--- src/rtl/countdown_timer.sv ---
// Prescaled down-counter with one-shot/periodic reload, pause/resume and a one-cycle
// terminal-count pulse.
module countdown_timer #(
    parameter int unsigned WIDTH      = 8,
    parameter int unsigned PRESCALE_W = 4
) (
    input  logic                  clk,
    input  logic                  Reset,
    input  logic                  Load,
    input  logic [WIDTH-1:0]      Data_In,
    input  logic [PRESCALE_W-1:0] Prescale_In,
    input  logic                  Start,
    input  logic                  Stop,
    input  logic                  Periodic,
    output logic [WIDTH-1:0]      Out,
    output logic                  Tc,
    output logic                  Busy
);

    typedef enum logic [1:0] {
        IDLE   = 2'd0,
        RUN    = 2'd1,
        PAUSED = 2'd2
    } state_t;

    state_t                state;
    state_t                state_n;
    logic [WIDTH-1:0]      reload;
    logic [WIDTH-1:0]      reload_n;
    logic [WIDTH-1:0]      out_n;
    logic [PRESCALE_W-1:0] pre;
    logic [PRESCALE_W-1:0] pre_n;
    logic [PRESCALE_W-1:0] pc;
    logic [PRESCALE_W-1:0] pc_n;
    logic                  tc_n;
    logic                  busy_n;
    logic                  tick;
    logic                  resume;

    // State and datapath registers
    always_ff @(posedge clk or posedge Reset) begin
        if (Reset) begin
            state  <= IDLE;
            reload <= '0;
            pre    <= '0;
            pc     <= '0;
            Out    <= '0;
            Tc     <= 1'b0;
            Busy   <= 1'b0;
        end else begin
            state  <= state_n;
            reload <= reload_n;
            pre    <= pre_n;
            pc     <= pc_n;
            Out    <= out_n;
            Tc     <= tc_n;
            Busy   <= busy_n;
        end
    end

    // Next-state and datapath decode; Load overrides everything, Stop beats Start
    always_comb begin
        state_n  = state;
        reload_n = reload;
        pre_n    = pre;
        pc_n     = pc;
        out_n    = Out;
        tc_n     = 1'b0;
        tick     = (pc == pre);
        resume   = Start && !Stop;

        if (Load) begin
            reload_n = Data_In;
            out_n    = Data_In;
            pre_n    = Prescale_In;
            pc_n     = '0;
            state_n  = IDLE;
        end else begin
            case (state)
                IDLE: begin
                    if (resume && (reload != '0)) begin
                        out_n   = reload;
                        pc_n    = '0;
                        state_n = RUN;
                    end
                end
                RUN: begin
                    if (Stop) begin
                        state_n = PAUSED;
                    end else if (tick) begin
                        pc_n = '0;
                        if (Out > WIDTH'(1)) begin
                            out_n = Out - WIDTH'(1);
                        end else if (Out == WIDTH'(1)) begin
                            tc_n = 1'b1;
                            if (Periodic) begin
                                out_n = reload;
                            end else begin
                                out_n   = '0;
                                state_n = IDLE;
                            end
                        end else begin
                            // Out == 0 cannot be reached in RUN; never wrap, just stop
                            state_n = IDLE;
                        end
                    end else begin
                        pc_n = pc + PRESCALE_W'(1);
                    end
                end
                PAUSED: begin
                    if (resume) begin
                        state_n = RUN;
                    end
                end
                default: begin
                    state_n = IDLE;
                end
            endcase
        end

        busy_n = (state_n != IDLE);
    end

endmodule

--- config.mk ---
export PLATFORM = sky130hd
export DESIGN_NAME = countdown_timer
export DESIGN_NICKNAME = d
export VERILOG_FILES = /design/src/rtl/countdown_timer.sv
export SDC_FILE = /design/constraint.sdc
export NUM_CORES = 1
export LEC_CHECK = 0
export CORE_UTILIZATION = 50
export DETAILED_ROUTE_END_ITERATION = 6
export PLACE_DENSITY = 0.73
export SETUP_SLACK_MARGIN = 0.02
export SLEW_MARGIN = 10
export SYNTH_ARGS = -nofsm -noshare
export SYNTH_HDL_FRONTEND = slang
export SYNTH_SLANG_ARGS = --single-unit
--- constraint.sdc ---
create_clock -name clk -period 2.36 [get_ports clk]
set_clock_uncertainty 0.1 [all_clocks]
set_input_delay 0.472 -clock clk [delete_from_list [all_inputs] [get_ports clk]]
set_output_delay 0.472 -clock clk [all_outputs]
set_load 0.005 [all_outputs]
* Yosys cells after proc, flatten, opt, wreduce, memory -nomap -nowiden
Index checks and enable logic that the tools add are counted.
** Storage, ports and cells
- Register bits :: 28
- Latch bits :: 0
- RAM bits :: 0
- ROM bits :: 0
- Bits of input ports :: 18
- Output and inout bits :: 10
- Logic and storage cells :: 55
- Memories :: 0
** Cells by class
- $add $sub $neg :: 2
- $mul :: 0
- Div/mod/pow operators :: 0
- $lt $le $gt $ge :: 1
- Equality and inequality tests :: 8
- Shift-type cells :: 0
- Muxes and demuxes :: 28
- Bitwise operators :: 0
- Reduce and logical (&&, ||, !) cells :: 9
** Operators by type and width (count)
- 8-bit 2-to-1 mux :: 7
- 2-bit 2-to-1 mux :: 8
- 4-bit 2-to-1 mux :: 4
- 8-bit one-hot mux with 2 select lines :: 1
- 3-bit != test, second input constant :: 3
- 8-bit by 1-bit == test with 1-bit output, second input constant :: 1
- 8-bit by 1-bit greater-than comparator with 1-bit output, second input constant :: 1
- 4-bit one-hot mux with 2 select lines :: 1
- 8-bit nonzero test :: 1
- 8-bit by 1-bit subtractor with 8-bit output, second input constant :: 1
- 1-bit 2-to-1 mux :: 6
- 2-bit one-hot mux with 3 select lines :: 1
- 5-bit AND reduction :: 1
- 4-bit by 1-bit adder with 4-bit output, second input constant :: 1
- 4-bit == test :: 1
- 4-bit != test, second input constant :: 1
- 3-bit AND reduction :: 1
- 3-bit nonzero test :: 1
- 2-bit by 1-bit == test with 1-bit output, second input constant :: 1
- 2-bit == test, second input constant :: 1
- 1-bit logical AND :: 2
- 2-bit logical NOT :: 1
- 2-bit nonzero test :: 1
- 1-bit logical NOT :: 1

* Longest topological paths before layout
- Depth in word-level cells :: 8
- Mapped depth :: 8
- Depth with buffers taken out :: 7

* Least setup slack after synthesis
Ideal clock, no wire load.
- Kind :: reg2reg
- From :: register Out[0]
- To :: register Out[6]
- Library setup time :: 0.128 ns
- Arrival time :: 1.865 ns
- Required time :: 2.132 ns
- Path slack :: 0.267 ns
- Cell stages (with the launch flop) :: 9
- Path buffers :: 1
- Period minus slack after synthesis :: 2.093 ns
- Cell sequence :: dfrtp_1 inv_1 ha_1 nor2b_1 nand4b_1 o31ai_4 or2_1 buf_6 mux2_1
** Between the ends
- Word-level cells in the longest chain between the ends :: 6
- Elaborated cells between the ends (all ways) :: 10
- Those cells by class :: 1 x add/sub; 1 x order compare; 2 x eq/ne; 5 x mux; 1 x reduce/logical
** RTL lines
- start: declaration :: RTL line 15 : output logic [WIDTH-1:0] Out,
- start signal: assignment :: RTL line 55 : Out <= out_n;
- 8-bit by 1-bit subtractor with 8-bit output or 8-bit by 1-bit greater-than comparator with 1-bit output (tied branches) :: RTL line 93, 92
- 8-bit 2-to-1 mux :: RTL line 92 : if (Out > WIDTH'(1)) begin
- 8-bit 2-to-1 mux :: RTL line 90 : end else if (tick) begin
- 8-bit 2-to-1 mux :: RTL line 88 : if (Stop) begin
- 8-bit one-hot mux with 2 select lines :: RTL line 79 : case (state)
- 8-bit 2-to-1 mux :: RTL line 72 : if (Load) begin
Several ways; a longest one is shown, not always the timed one. The select of a mux whose other input is x is not followed.
A chain may end at the register's enable or synchronous reset.

* Worst setup path after layout
- From :: register Out[1]
- To :: register Out[6]
The elaborated chain is that of the path after synthesis.

==> results.yml <==
global_route:
  grtUsageTotal: 0.241
  grt_max_degree: 29
  grt_pass1_vias: 1342
  antenna_found_initial: 0
  overflow: 0
  grt_pass1_wl_mm: 6.05
timing:
  fin_crit_sh: 0.963
  rsz0062_at_grt: "no"
  fmax_mhz: 440
  tightest_slew_ps: 428
  finalWorstPathRequiredPeriod_ps: 2270
  drv_slew: 0
  report.final.setup_viol: 0
  max_slew_margin: 0.708
  tns_ps: 0
  hold_viol: 0
synthesis:
  synthCells: 155
  synth_flop_cell: "dfrtp_1"
  ys_ff_latch: 28
  ys_seq_area_frac: 0.441
  syn_nets: 176
  syn_avg_cell_area_um2: 10.2
  synth_common_cells: "dfrtp_1, a21oi_1, nand2_1"
  synthTopCellsByArea: "dfrtp_1, mux2_2, a21oi_1"
  yosys_warnings: 0
  synth_edf_count: 0
  synth_top_cell_by_area: "dfrtp_1"
  synthMostInstantiatedCell: "dfrtp_1"
  netlist_area_mm2: 0.00159
  async_flop_share: 1.00
  post-synth-top-area-fraction: 0.441
  ys_types: 47
placed_design:
  gp_congestion: 0.924
  io_buffer_count: 27
  dpl.hpwl_mm: 2.83
routing:
  wirelength_mm: 3.74
  routed_via_density: 5.75
  drc: 0
  ant_nets: 0
  drt_iter0_markers: 93
  drt_first_pass_iters: 4
  routedWlPerCell_um: 15.6
  vias: 1380
layout:
  num-nets-final: 218
  seqCellArea_um2: 702
  antenna_cells: 0
  drive_gt1_frac: 0.168
  fill_cells: 259
  multiInputGateArea_um2: 827
  area_growth_pct: 28.1
floorplanning:
  start_util: 0.524
  die_area_mm2: 0.00340
  ios: 28
  die_y_um: 58.4
  core_region_area_mm2: 0.00303
  std_cell_rows: 20
  die_x_um: 58.4
critical_path:
  cp_max_fo: 5
  startpoint_type: "flip-flop"
  crit_arrival_ps: 2410
  criticalPathCategory: "reg2reg"
  crit_required_ps: 2490
  cp-end-kind: "flip-flop"
clocking:
  cts_tree: "done"
  cts_max_level: 1
  cts_buffers: 3
  path_clk_slew_ps: 150
  root_buffer: "clkbuf_4"
  clkSinkCount: 28
  cts_max_path_buffers: 2
  post_cts.repair.setup_buffers: 0
  worstSkewPairLatency_ps: 330
power:
  p_leak_nw: 0.885
  power.density_mw_per_mm2: 572
  irDropWorstVdd_uv: 350
  power_mw: 1.16
outcome:
  status: "complete, no violations"
worst_hold_path:
  hp-class: "in2async"
run:
  max_cap_viol_count: 0
[critical path: stages, from the launching register on]
cell	delay, ps
dfrtp_1	430
inv_1	90
ha_1	280
or2_1	290
nand4_1	150
a21oi_1	160
a221o_1	380
mux2_1	290
[cell usage in the layout, fill, tap and decap left out, drive strengths merged, types with 5 or more instances in the layout]
cell,netlist,final
dfrtp,28,28
clkdlybuf4s50,0,27
buf,3,15
o21ai,13,13
mux2,11,11
a21oi,10,10
nand2,9,9
inv,8,8
nor2,8,8
xnor2,5,5
nand3,5,5
[per-stage QoR]
stage	cell area (µm²)	hold WS, ps	std cells	setup WS (ps)	util
6_report	2030	374	240	87.3	0.671
5_1_grt	2030	400	240	20.5	0.671
4_1_cts	2030	383	240	53.4	0.671
3_5_place_dp	2000	409	236	-63.7	0.659
3_3_place_gp	2000	404	236	-25.1	0.659
2_1_floorplan	1590	378	155	267	-
[per-layer routing]
layer,track usage,wire (µm)
met2,0.401,1830
met1,0.317,1620
met5,0,0
met3,0.0330,210
met4,0.102,72
[where the power goes]
group / internal, mW / switching (mW) / leakage, nW
Combinational: 0.180 / 0.148 / 0.516
Sequential: 0.529 / 0.0653 / 0.348
Clock: 0.0946 / 0.146 / 0.0210
Total: 0.804 / 0.359 / 0.885
[path summary, 6_finish.rpt]
check	from	end	slack, ps	depth (start not counted)
setup / recovery	Out[1]$_DFFE_PP0P_	Out[6]$_DFFE_PP0P_	90	7
hold / removal	Reset	Busy$_DFF_PP0_	370	3
setup reg to reg	Out[1]$_DFFE_PP0P_	Out[6]$_DFFE_PP0P_	90	7
hold reg to reg	pc[2]$_DFFE_PP0P_	pc[2]$_DFFE_PP0P_	430	1
max in group asynchronous	Reset	Out[0]$_DFFE_PP0P_	1500	3
min in group clk	pc[2]$_DFFE_PP0P_	pc[2]$_DFFE_PP0P_	430	1
[cell type report]
class / count / share of cell area
Timing Repair Buffer: 42 / 0.188
Tap cell: 44 / 0.0271
Multi-Input combinational cell: 114 / 0.407
Sequential cell: 28 / 0.345
Inverter: 8 / 0.0148
Clock buffer: 4 / 0.0178
[cells by family (layout without fill, tap and decap cells)]
family | Yosys count | count (layout) | share of synthesized area
AO/OA/AOI/OAI | 44 | 44 | 0.197
XOR/XNOR | 5 | 5 | 0.0276
adder cells (fa/ha/maj) | 3 | 3 | 0.0236
buffers and inverters | 13 | 54 | 0.0378
flip-flops | 28 | 28 | 0.441
multiplexers | 13 | 13 | 0.0906
AND/OR/NAND/NOR | 49 | 49 | 0.182
[registers in the layout, indices dropped and copies added, names as in the netlist]
signal and flops:
pre 4, Tc 1, reload 8, Out 8, Busy 1, pc 4, state 2
[what timing repair did]
item                                    4_1_cts  5_1_grt
hold buffers                                  0        0
endpoints found under the setup margin        0        3
gates resized for setup                       0        1
No activity file was read; power rests on OpenSTA's default activity.
